**src/rtl/dbg_cmd_framer.sv**
```systemverilog
// Debug command framer: collects 9-byte command frames from a byte stream, drives them
// to the debug module until it signals ready (or times out), then returns a status/data response.
module dbg_cmd_framer #(
    parameter int          TIMEOUT_CYCLES = 65535,
    parameter logic [7:0]  RSP_ERR        = 8'hEE
) (
    input  logic        clk,
    input  logic        rstn_i,
    input  logic [7:0]  rx_data_i,
    input  logic        rx_valid_i,
    output logic        rx_ready_o,
    output logic [7:0]  tx_data_o,
    output logic        tx_valid_o,
    input  logic        tx_ready_i,
    output logic [7:0]  dbg_cmd_o,
    output logic [31:0] dbg_addr_o,
    output logic [31:0] dbg_data_o,
    input  logic [31:0] dbg_data_i,
    input  logic        dbg_ready_i
);

    typedef enum logic [2:0] {
        S_RX_CMD, S_RX_ADDR, S_RX_DATA, S_ISSUE, S_WAIT, S_TX_STAT, S_TX_DATA
    } state_e;

    typedef struct packed {
        logic [7:0]  cmd;
        logic [31:0] addr;
        logic [31:0] data;
    } frame_t;

    localparam logic [15:0] TO_LAST = 16'(TIMEOUT_CYCLES - 1);

    state_e      state_q;
    frame_t      dbg_q;
    logic [63:0] shadow_q;
    logic [3:0]  byte_cnt_q;
    logic [15:0] to_cnt_q;
    logic [7:0]  status_q;
    logic [31:0] rsp_q;
    logic        rx_ready_q;
    logic        tx_valid_q;
    logic [7:0]  tx_data_q;

    logic rx_acc, tx_hs, has_data;

    assign rx_acc   = rx_valid_i && rx_ready_q;
    assign tx_hs    = tx_valid_q && tx_ready_i;
    // status_q equals the command echo whenever it is not the error byte
    assign has_data = (status_q != RSP_ERR) &&
                      (status_q == 8'h01 || status_q == 8'h13 || status_q == 8'h15);

    assign rx_ready_o = rx_ready_q;
    assign tx_valid_o = tx_valid_q;
    assign tx_data_o  = tx_data_q;
    assign dbg_cmd_o  = dbg_q.cmd;
    assign dbg_addr_o = dbg_q.addr;
    assign dbg_data_o = dbg_q.data;

    always_ff @(posedge clk or negedge rstn_i) begin
        if (!rstn_i) begin
            state_q    <= S_RX_CMD;
            dbg_q      <= '0;
            shadow_q   <= '0;
            byte_cnt_q <= '0;
            to_cnt_q   <= '0;
            status_q   <= '0;
            rsp_q      <= '0;
            rx_ready_q <= 1'b1;
            tx_valid_q <= 1'b0;
            tx_data_q  <= '0;
        end else begin
            case (state_q)
                S_RX_CMD, S_RX_ADDR, S_RX_DATA: begin
                    if (rx_acc) begin
                        shadow_q <= {shadow_q[55:0], rx_data_i};
                        if (byte_cnt_q == 4'd8) begin
                            // Final byte goes straight to the outputs so they are valid during ISSUE
                            dbg_q      <= {shadow_q, rx_data_i};
                            byte_cnt_q <= '0;
                            rx_ready_q <= 1'b0;
                            state_q    <= S_ISSUE;
                        end else begin
                            byte_cnt_q <= byte_cnt_q + 4'd1;
                            state_q    <= (byte_cnt_q < 4'd4) ? S_RX_ADDR : S_RX_DATA;
                        end
                    end
                end
                S_ISSUE: begin
                    to_cnt_q <= '0;
                    state_q  <= S_WAIT;
                end
                S_WAIT: begin
                    if (dbg_ready_i) begin
                        rsp_q      <= dbg_data_i;
                        status_q   <= dbg_q.cmd;
                        tx_data_q  <= dbg_q.cmd;
                        tx_valid_q <= 1'b1;
                        dbg_q.cmd  <= 8'h00;
                        to_cnt_q   <= '0;
                        state_q    <= S_TX_STAT;
                    end else if (to_cnt_q == TO_LAST) begin
                        status_q   <= RSP_ERR;
                        tx_data_q  <= RSP_ERR;
                        tx_valid_q <= 1'b1;
                        dbg_q.cmd  <= 8'h00;
                        to_cnt_q   <= '0;
                        state_q    <= S_TX_STAT;
                    end else begin
                        to_cnt_q <= to_cnt_q + 16'd1;
                    end
                end
                S_TX_STAT: begin
                    if (tx_hs) begin
                        if (has_data) begin
                            tx_data_q  <= rsp_q[31:24];
                            rsp_q      <= rsp_q << 8;
                            byte_cnt_q <= '0;
                            state_q    <= S_TX_DATA;
                        end else begin
                            tx_valid_q <= 1'b0;
                            rx_ready_q <= 1'b1;
                            state_q    <= S_RX_CMD;
                        end
                    end
                end
                S_TX_DATA: begin
                    if (tx_hs) begin
                        if (byte_cnt_q == 4'd3) begin
                            tx_valid_q <= 1'b0;
                            rx_ready_q <= 1'b1;
                            byte_cnt_q <= '0;
                            state_q    <= S_RX_CMD;
                        end else begin
                            tx_data_q  <= rsp_q[31:24];
                            rsp_q      <= rsp_q << 8;
                            byte_cnt_q <= byte_cnt_q + 4'd1;
                        end
                    end
                end
                default: begin
                    state_q    <= S_RX_CMD;
                    rx_ready_q <= 1'b1;
                    tx_valid_q <= 1'b0;
                    byte_cnt_q <= '0;
                end
            endcase
        end
    end

endmodule

```
**config.mk**
```make
export PLATFORM = sky130hd
export DESIGN_NAME = dbg_cmd_framer
export DESIGN_NICKNAME = d
export VERILOG_FILES = /design/src/rtl/dbg_cmd_framer.sv
export SDC_FILE = /design/constraint.sdc
export NUM_CORES = 1
export LEC_CHECK = 0
export BUFFER_PORTS_ARGS = -buffer_cell sky130_fd_sc_hd__buf_2
export CAP_MARGIN = 25
export CORE_MARGIN = 1
export CORE_UTILIZATION = 60
export DETAILED_ROUTE_END_ITERATION = 10
export GPL_ROUTABILITY_DRIVEN = 0
export PLACE_DENSITY = 0.8
export SETUP_SLACK_MARGIN = 0.3
export SYNTH_ARGS = -nofsm -noshare
export SYNTH_HDL_FRONTEND = slang
export SYNTH_SLANG_ARGS = --single-unit
export TNS_END_PERCENT = 100
```
**constraint.sdc**
```tcl
create_clock -name clk -period 3.94 [get_ports clk]
set_input_delay 0 -clock clk [delete_from_list [all_inputs] [get_ports clk]]
set_output_delay 0 -clock clk [all_outputs]
set_load 0.01 [all_outputs]
```
==> results of run 1 <==
==> worst max-delay path by stage <==
stage | to | slack, ns | depth (start not counted)
after floorplan | tx_data_o[0] | 1.93 | 7
after global placement | tx_data_o[4] | 1.27 | 5
after detailed placement | tx_data_o[3] | 1.22 | 5
after CTS | tx_data_o[0] | 1.21 | 5
after global routing | rsp_q[5] | 0.95 | 6
final | rsp_q[5] | 1.08 | 6
==> through the flow <==
step | total power [uW] | area [sq um] | cells | setup WS (ns) | hold slack, ns
after floorplan | 5741 | 8969 | 874 | 1.934 | -0.2956
after global placement | 6609 | 9753 | 1146 | 1.268 | 0.1990
after detailed placement | 6736 | 9753 | 1146 | 1.221 | 0.1933
after CTS | 8867 | 10910 | 1228 | 1.212 | 0.004506
after global routing | 9429 | 10920 | 1229 | 0.9488 | 0.04678
final | 8868 | 10920 | 1229 | 1.081 | 0.008135
==> where the power goes <==
group / switching, uW / total [uW] / internal [uW]
combinational: 1690 / 3000 / 1310
clock: 864 / 2050 / 1190
sequential: 715 / 3820 / 3100
==> placed cells by master (no fill, tap or decap), types with 22 or more instances in the layout <==
cell type	count
a21oi_1	69
a31oi_1	24
buf_2	125
clkbuf_16	22
dfrtp_1	208
dlygate4sd3_1	42
inv_1	24
mux2_1	60
nand2_1	268
nand3_1	27
nor2_1	27
==> cell type report <==
cell class              instances  area [sq um]  area share
flip-flops and latches        209          5231      0.4791
repair buffers                179          1171      0.1073
inverters                      25         93.84    0.008594
multi-input cells             592          3458      0.3167
clock inverters                10         113.9     0.01043
clock buffers                  30         620.6     0.05684
well taps                     184         230.2     0.02108
==> layer usage <==
metal | share of wire | GRT usage | vias up
met1 | 0.43 | 0.3758 | 3369
li1 | - | - | 3238
met5 | 0 | 0 | -
met4 | 0.037 | 0.1099 | 0
met3 | 0.049 | 0.03909 | 57
met2 | 0.49 | 0.4514 | 243
==> state kept, by name, indices dropped and copies added (netlist names) <==
signal and cells:
tx_data_o 8, tx_valid_o 1, status_q 8, dbg_data_o 32
to_cnt_q 16, state_q 3, byte_cnt_q 4, dbg_cmd_o 8
rsp_q 32, dbg_addr_o 32, rx_ready_o 1, shadow_q 64
==> kinds of logic after synthesis <==
kind of cell,count (synthesis),synth area share
fa+ha+maj,4,0.005581
buf+inv,73,0.03502
mux,91,0.1150
flops,209,0.5833
simple gates,360,0.1688
compound gates,134,0.08942
xor+xnor,3,0.002930
==> worst register-to-register path, delay by kind of cell (launching register included) <==
family                 cells  cell delay (ns)
AO/OA/AOI/OAI              2             1.04
XOR/XNOR                   1             0.18
buffers and inverters      1             0.36
flip-flops                 1             0.41
multiplexers               1             0.38
AND/OR/NAND/NOR            1             0.37
==> timing repair <==
item	in CTS	in global routing
endpoints found under the hold margin	163	0
hold buffers	42	0
setup endpoints to repair	0	0
gates resized for setup	0	0
==> run metrics, run 1 <==
status finished clean; IO buf count 126; Worst R2R End rsp_q[5]; postcts setup bufs 0; Seq cells post-synth 209; warnings from Yosys 0; H-tree depth 1; top cell type's share of synthesized area 0.5804; clock transition at the registers of the reported paths 0.06 ns; mapped cell area 8969 sq um; CP Launch Point status_q[2]; CP max stage delay 0.82 ns; Lkg Pwr 0.005360 uW; Pins Over Slew Limit 0; initial DRC count 587; CP bufs+invs 1; Post-synth EDFFs 0; TritonCTS clock tree done; Residual DRC 0; Synth area leader dfrtp_1; synth cell count leaders 269 x nand2_1, 208 x dfrtp_1, 69 x a21oi_1; die height 124.3 um; vias in the first global route 6763; per-instance average area after synthesis 10.26 sq um; CTS Buf Count 22; Mapped Nets 923; RSZ-0062 raised after global routing false; largest cells by area after synthesis dfrtp_1 58%, nand2_1 11%, mux2_1 7.5%; worst hold path endpoint state_q[0]; FMAX 349.8 MHz; CORE AREA 14530 sq um; crit-path cells xor2_1, o21a_4, o31ai_4, and2_1, buf_4, mux2i_1; Syn Inst Count 874; Die Width 124.3 um; Final HPWL DP 12210 um; Congestion Overflow GR 0; Final Util 0.7513; Max Root-Sink Buffers 3; final setup violation count 0; nets@finish 1078; worst r2r src status_q[2]; Slew Limit Headroom 0.3169; via count 6907; hold path start rx_valid_i; fraction of registers with async set or reset after synthesis 1.000; CP Launch Type register; Worst Tran Pin Value 1.021 ns; PD cells 812.2 nW/um^2; hold path depth 4; setup TNS 0 ns; wire length per cell 16.87 um; reg2reg path depth 6; GRT Overall Usage 0.2762; critical path type register to register; Layout Area Growth over Synthesis 21.75%; final worst path period share 0.7256; CP Data Required Time 4.33 ns; Hold Fails Final Rpt 0; Worst Hold Class primary input to register; most common cell in the synthesized netlist nand2_1; count of different cell masters after synthesis 50; number of max-cap violations 0; die area 15440 sq um; slowest cell on the critical path o31ai_4; Ant. Diodes 0; CP top delay family compound AO/OA/AOI/OAI gates; peak supply drop 0.0005206 V; sequential element share of the synthesized area 0.5833; remaining antenna violation count 0; first-pass GRT wire length 34380 um; critical-path maximum fanout 26; antenna violations before repair 0; CP Capture Type register; IO Pins 127; clock latency at the later pin of the worst-skew pair 0.52 ns; Filler cells 1010; Tmin final 2.859 ns; row cnt 44; initial core utilization 0.6171; CTS Root Buffer Type clkbuf_16; fraction of layout cells with a size suffix above 1 0.1914; Vias/cell 5.620; crit path DAT 3.25 ns; Pre-antenna DRT Iters 5; largest net degree at the start of global routing 116; Final Skew 0.009545 ns; clock net sink count 209; R2R Setup Slk 1.08 ns; leading register cell type out of synthesis dfrtp_1; Detailed Route WL 20740 um
No activity file was read; power rests on OpenSTA's default activity.
==> inputs of run 2 (changes only) <==
CORE_UTILIZATION = 57   (was 60)
PLACE_DENSITY = 0.76   (was 0.8)
clock period = 2.7 ns   (was 3.94 ns; I/O delays follow)
==> run 2 against run 1 <==
Compared with the run above: fmax up 29%; core utilization down 3.2 points; combinational power up 48%; largest power group unchanged; highest routed layer unchanged.
==> run metrics, run 2 (synthesis gave the netlist of run 1 again) <==
met3 routed WL 875 um (-13%); row cnt 45 (+2.3%); critical path type register to register; Worst Hold Class primary input to register; DR top layer met4; die area 16240 sq um (+5.2%); most common cell after layout, fill and taps aside nand2_1; CTS Buf Count 21 (-4.5%); clock net sink count 209 (unchanged); H-tree depth 1 (unchanged); vias in the first global route 6631 (-2.0%); Top reg by flops shadow_q; Slew Limit Headroom 0.4425 (+0.1256); FMAX 451.5 MHz (+29%); max FFs per register 64 (unchanged); largest net degree at the start of global routing 92 (-21%); Final Skew 0.01073 ns (+0.001186 ns); placed instance area 9872 sq um (+1.2%); initial DRC count 380 (-35%); CP Launch Type register; CTS Root Buffer Type clkbuf_16; number of max-cap violations 0 (unchanged); Detailed Route WL 20050 um (-3.3%); Ant. Diodes 0 (unchanged); die height 127.4 um (+2.6%); peak supply drop 0.0006523 V (+25%); Final HPWL DP 12710 um (+4.1%); CP Capture Type register; Residual DRC 0 (unchanged); Final Util 0.7194 (-0.03190); Max Root-Sink Buffers 3 (unchanged); Lkg Pwr 0.005377 uW (+0.31%); Congestion Overflow GR 0 (unchanged); PD cells 1169 nW/um^2 (+44%); setup TNS 0 ns (unchanged); clock transition at the registers of the reported paths 0.06 ns (about the same); Layout Area Growth over Synthesis 22.39%; IO buf count 126 (unchanged); crit path DAT 2.58 ns (-0.67 ns); Min Hold Slack 0.08725 ns (+0.07911 ns); design area 10980 sq um (+0.53%); antenna violations before repair 0 (unchanged); wire length per cell 15.92 um (-5.6%); critical-path maximum fanout 14 (-46%); Die Width 127.4 um (+2.6%); Hold Fails Final Rpt 0 (unchanged); initial core utilization 0.5878 (-0.02930); met1 wire length 9143 um (+2.8%); routed wl met2 9690 um (-3.8%); remaining antenna violation count 0 (unchanged); Pins Over Slew Limit 0 (unchanged); final worst path period share 0.8203 (+0.09470); final setup violation count 0 (unchanged); fraction of layout cells with a size suffix above 1 0.1927 (+0.001361); Vias/cell 5.446 (-3.1%); via count 6857 (-0.72%); Worst Tran Pin Value 0.8286 ns (-0.1927 ns); Pre-antenna DRT Iters 4 (-1); clock latency at the later pin of the worst-skew pair 0.48 ns (-0.04 ns); first-pass GRT wire length 33310 um (-3.1%); RSZ-0062 raised after global routing false; Tmin final 2.215 ns (-0.6441 ns); status finished clean; GRT Overall Usage 0.2559 (-0.02026); most frequent cells in the layout 268 x nand2_1, 208 x dfrtp_1, 125 x buf_2; postcts setup bufs 0 (unchanged); CP Data Required Time 3.06 ns (-1.27 ns); IO Pins 127 (unchanged); R2R Setup Slk 0.49 ns (-0.60 ns); CORE AREA 15260 sq um (+5.0%); nets@finish 1084 (+0.56%); Filler cells 1110 (+9.9%); TritonCTS clock tree done
run 2: cell types whose count changed in the layout (fill, tap and decap cells not counted), sizes merged:
cell,delta
clkinv,-5
bufinv,+1
buf,+7
run 2: per-layer routing:
layer	global-route usage	vias to the layer above
met1	0.3637	3363
li1	-	3258
met5	0	-
met2	0.4195	206
met3	0.03518	30
met4	0.06443	0
run 2: where the power goes:
part | total [uW] | internal, uW | switching [uW]
Sequential | 5560 | 4530 | 1030
Combinational | 4430 | 1960 | 2470
Clock | 2850 | 1710 | 1140
run 2: timing repair:
item                                   in CTS  in global routing
resized for setup                           0                  3
hold buffers                               42                  0
setup endpoints to repair                   0                 16
endpoints found under the hold margin     136                  0
run 2: final timing paths:
check	cells after the start	startpoint	to
max	7	byte_cnt_q[0]	rsp_q[4]
min	4	rx_valid_i	state_q[0]
max reg2reg	7	byte_cnt_q[0]	rsp_q[4]
min reg2reg	1	to_cnt_q[12]	to_cnt_q[12]
max in group asynchronous	3	rstn_i	shadow_q[34]
min in group asynchronous	2	rstn_i	dbg_cmd_o[5]
run 2: metrics by stage:
stage                     worst slack [ns]  power, uW  cells
after floorplan                     0.6937       8378    874
after global placement              0.4599       9744   1181
final                               0.4851      12830   1259
after global routing                0.3205      13700   1259
after detailed placement            0.4174       9927   1181
after CTS                           0.3975      12860   1259
run 2: worst max-delay path: stages, from the launching register on:
cell	delay, ns
dfrtp_1	0.39
ha_1	0.19
or3b_1	0.40
o21ai_1	0.23
o31ai_4	0.12
and2_1	0.35
buf_4	0.29
mux2i_1	0.12
run 2: final cells by class:
type,count,area (sq um),share of cell area
clock buffer,30,589.3,0.05369
clock inverter,6,82.58,0.007523
inverter,25,93.84,0.008549
tap,211,264.0,0.02405
sequential,209,5231,0.4766
timing repair buffer,186,1249,0.1138
multi-input combinational,592,3467,0.3159
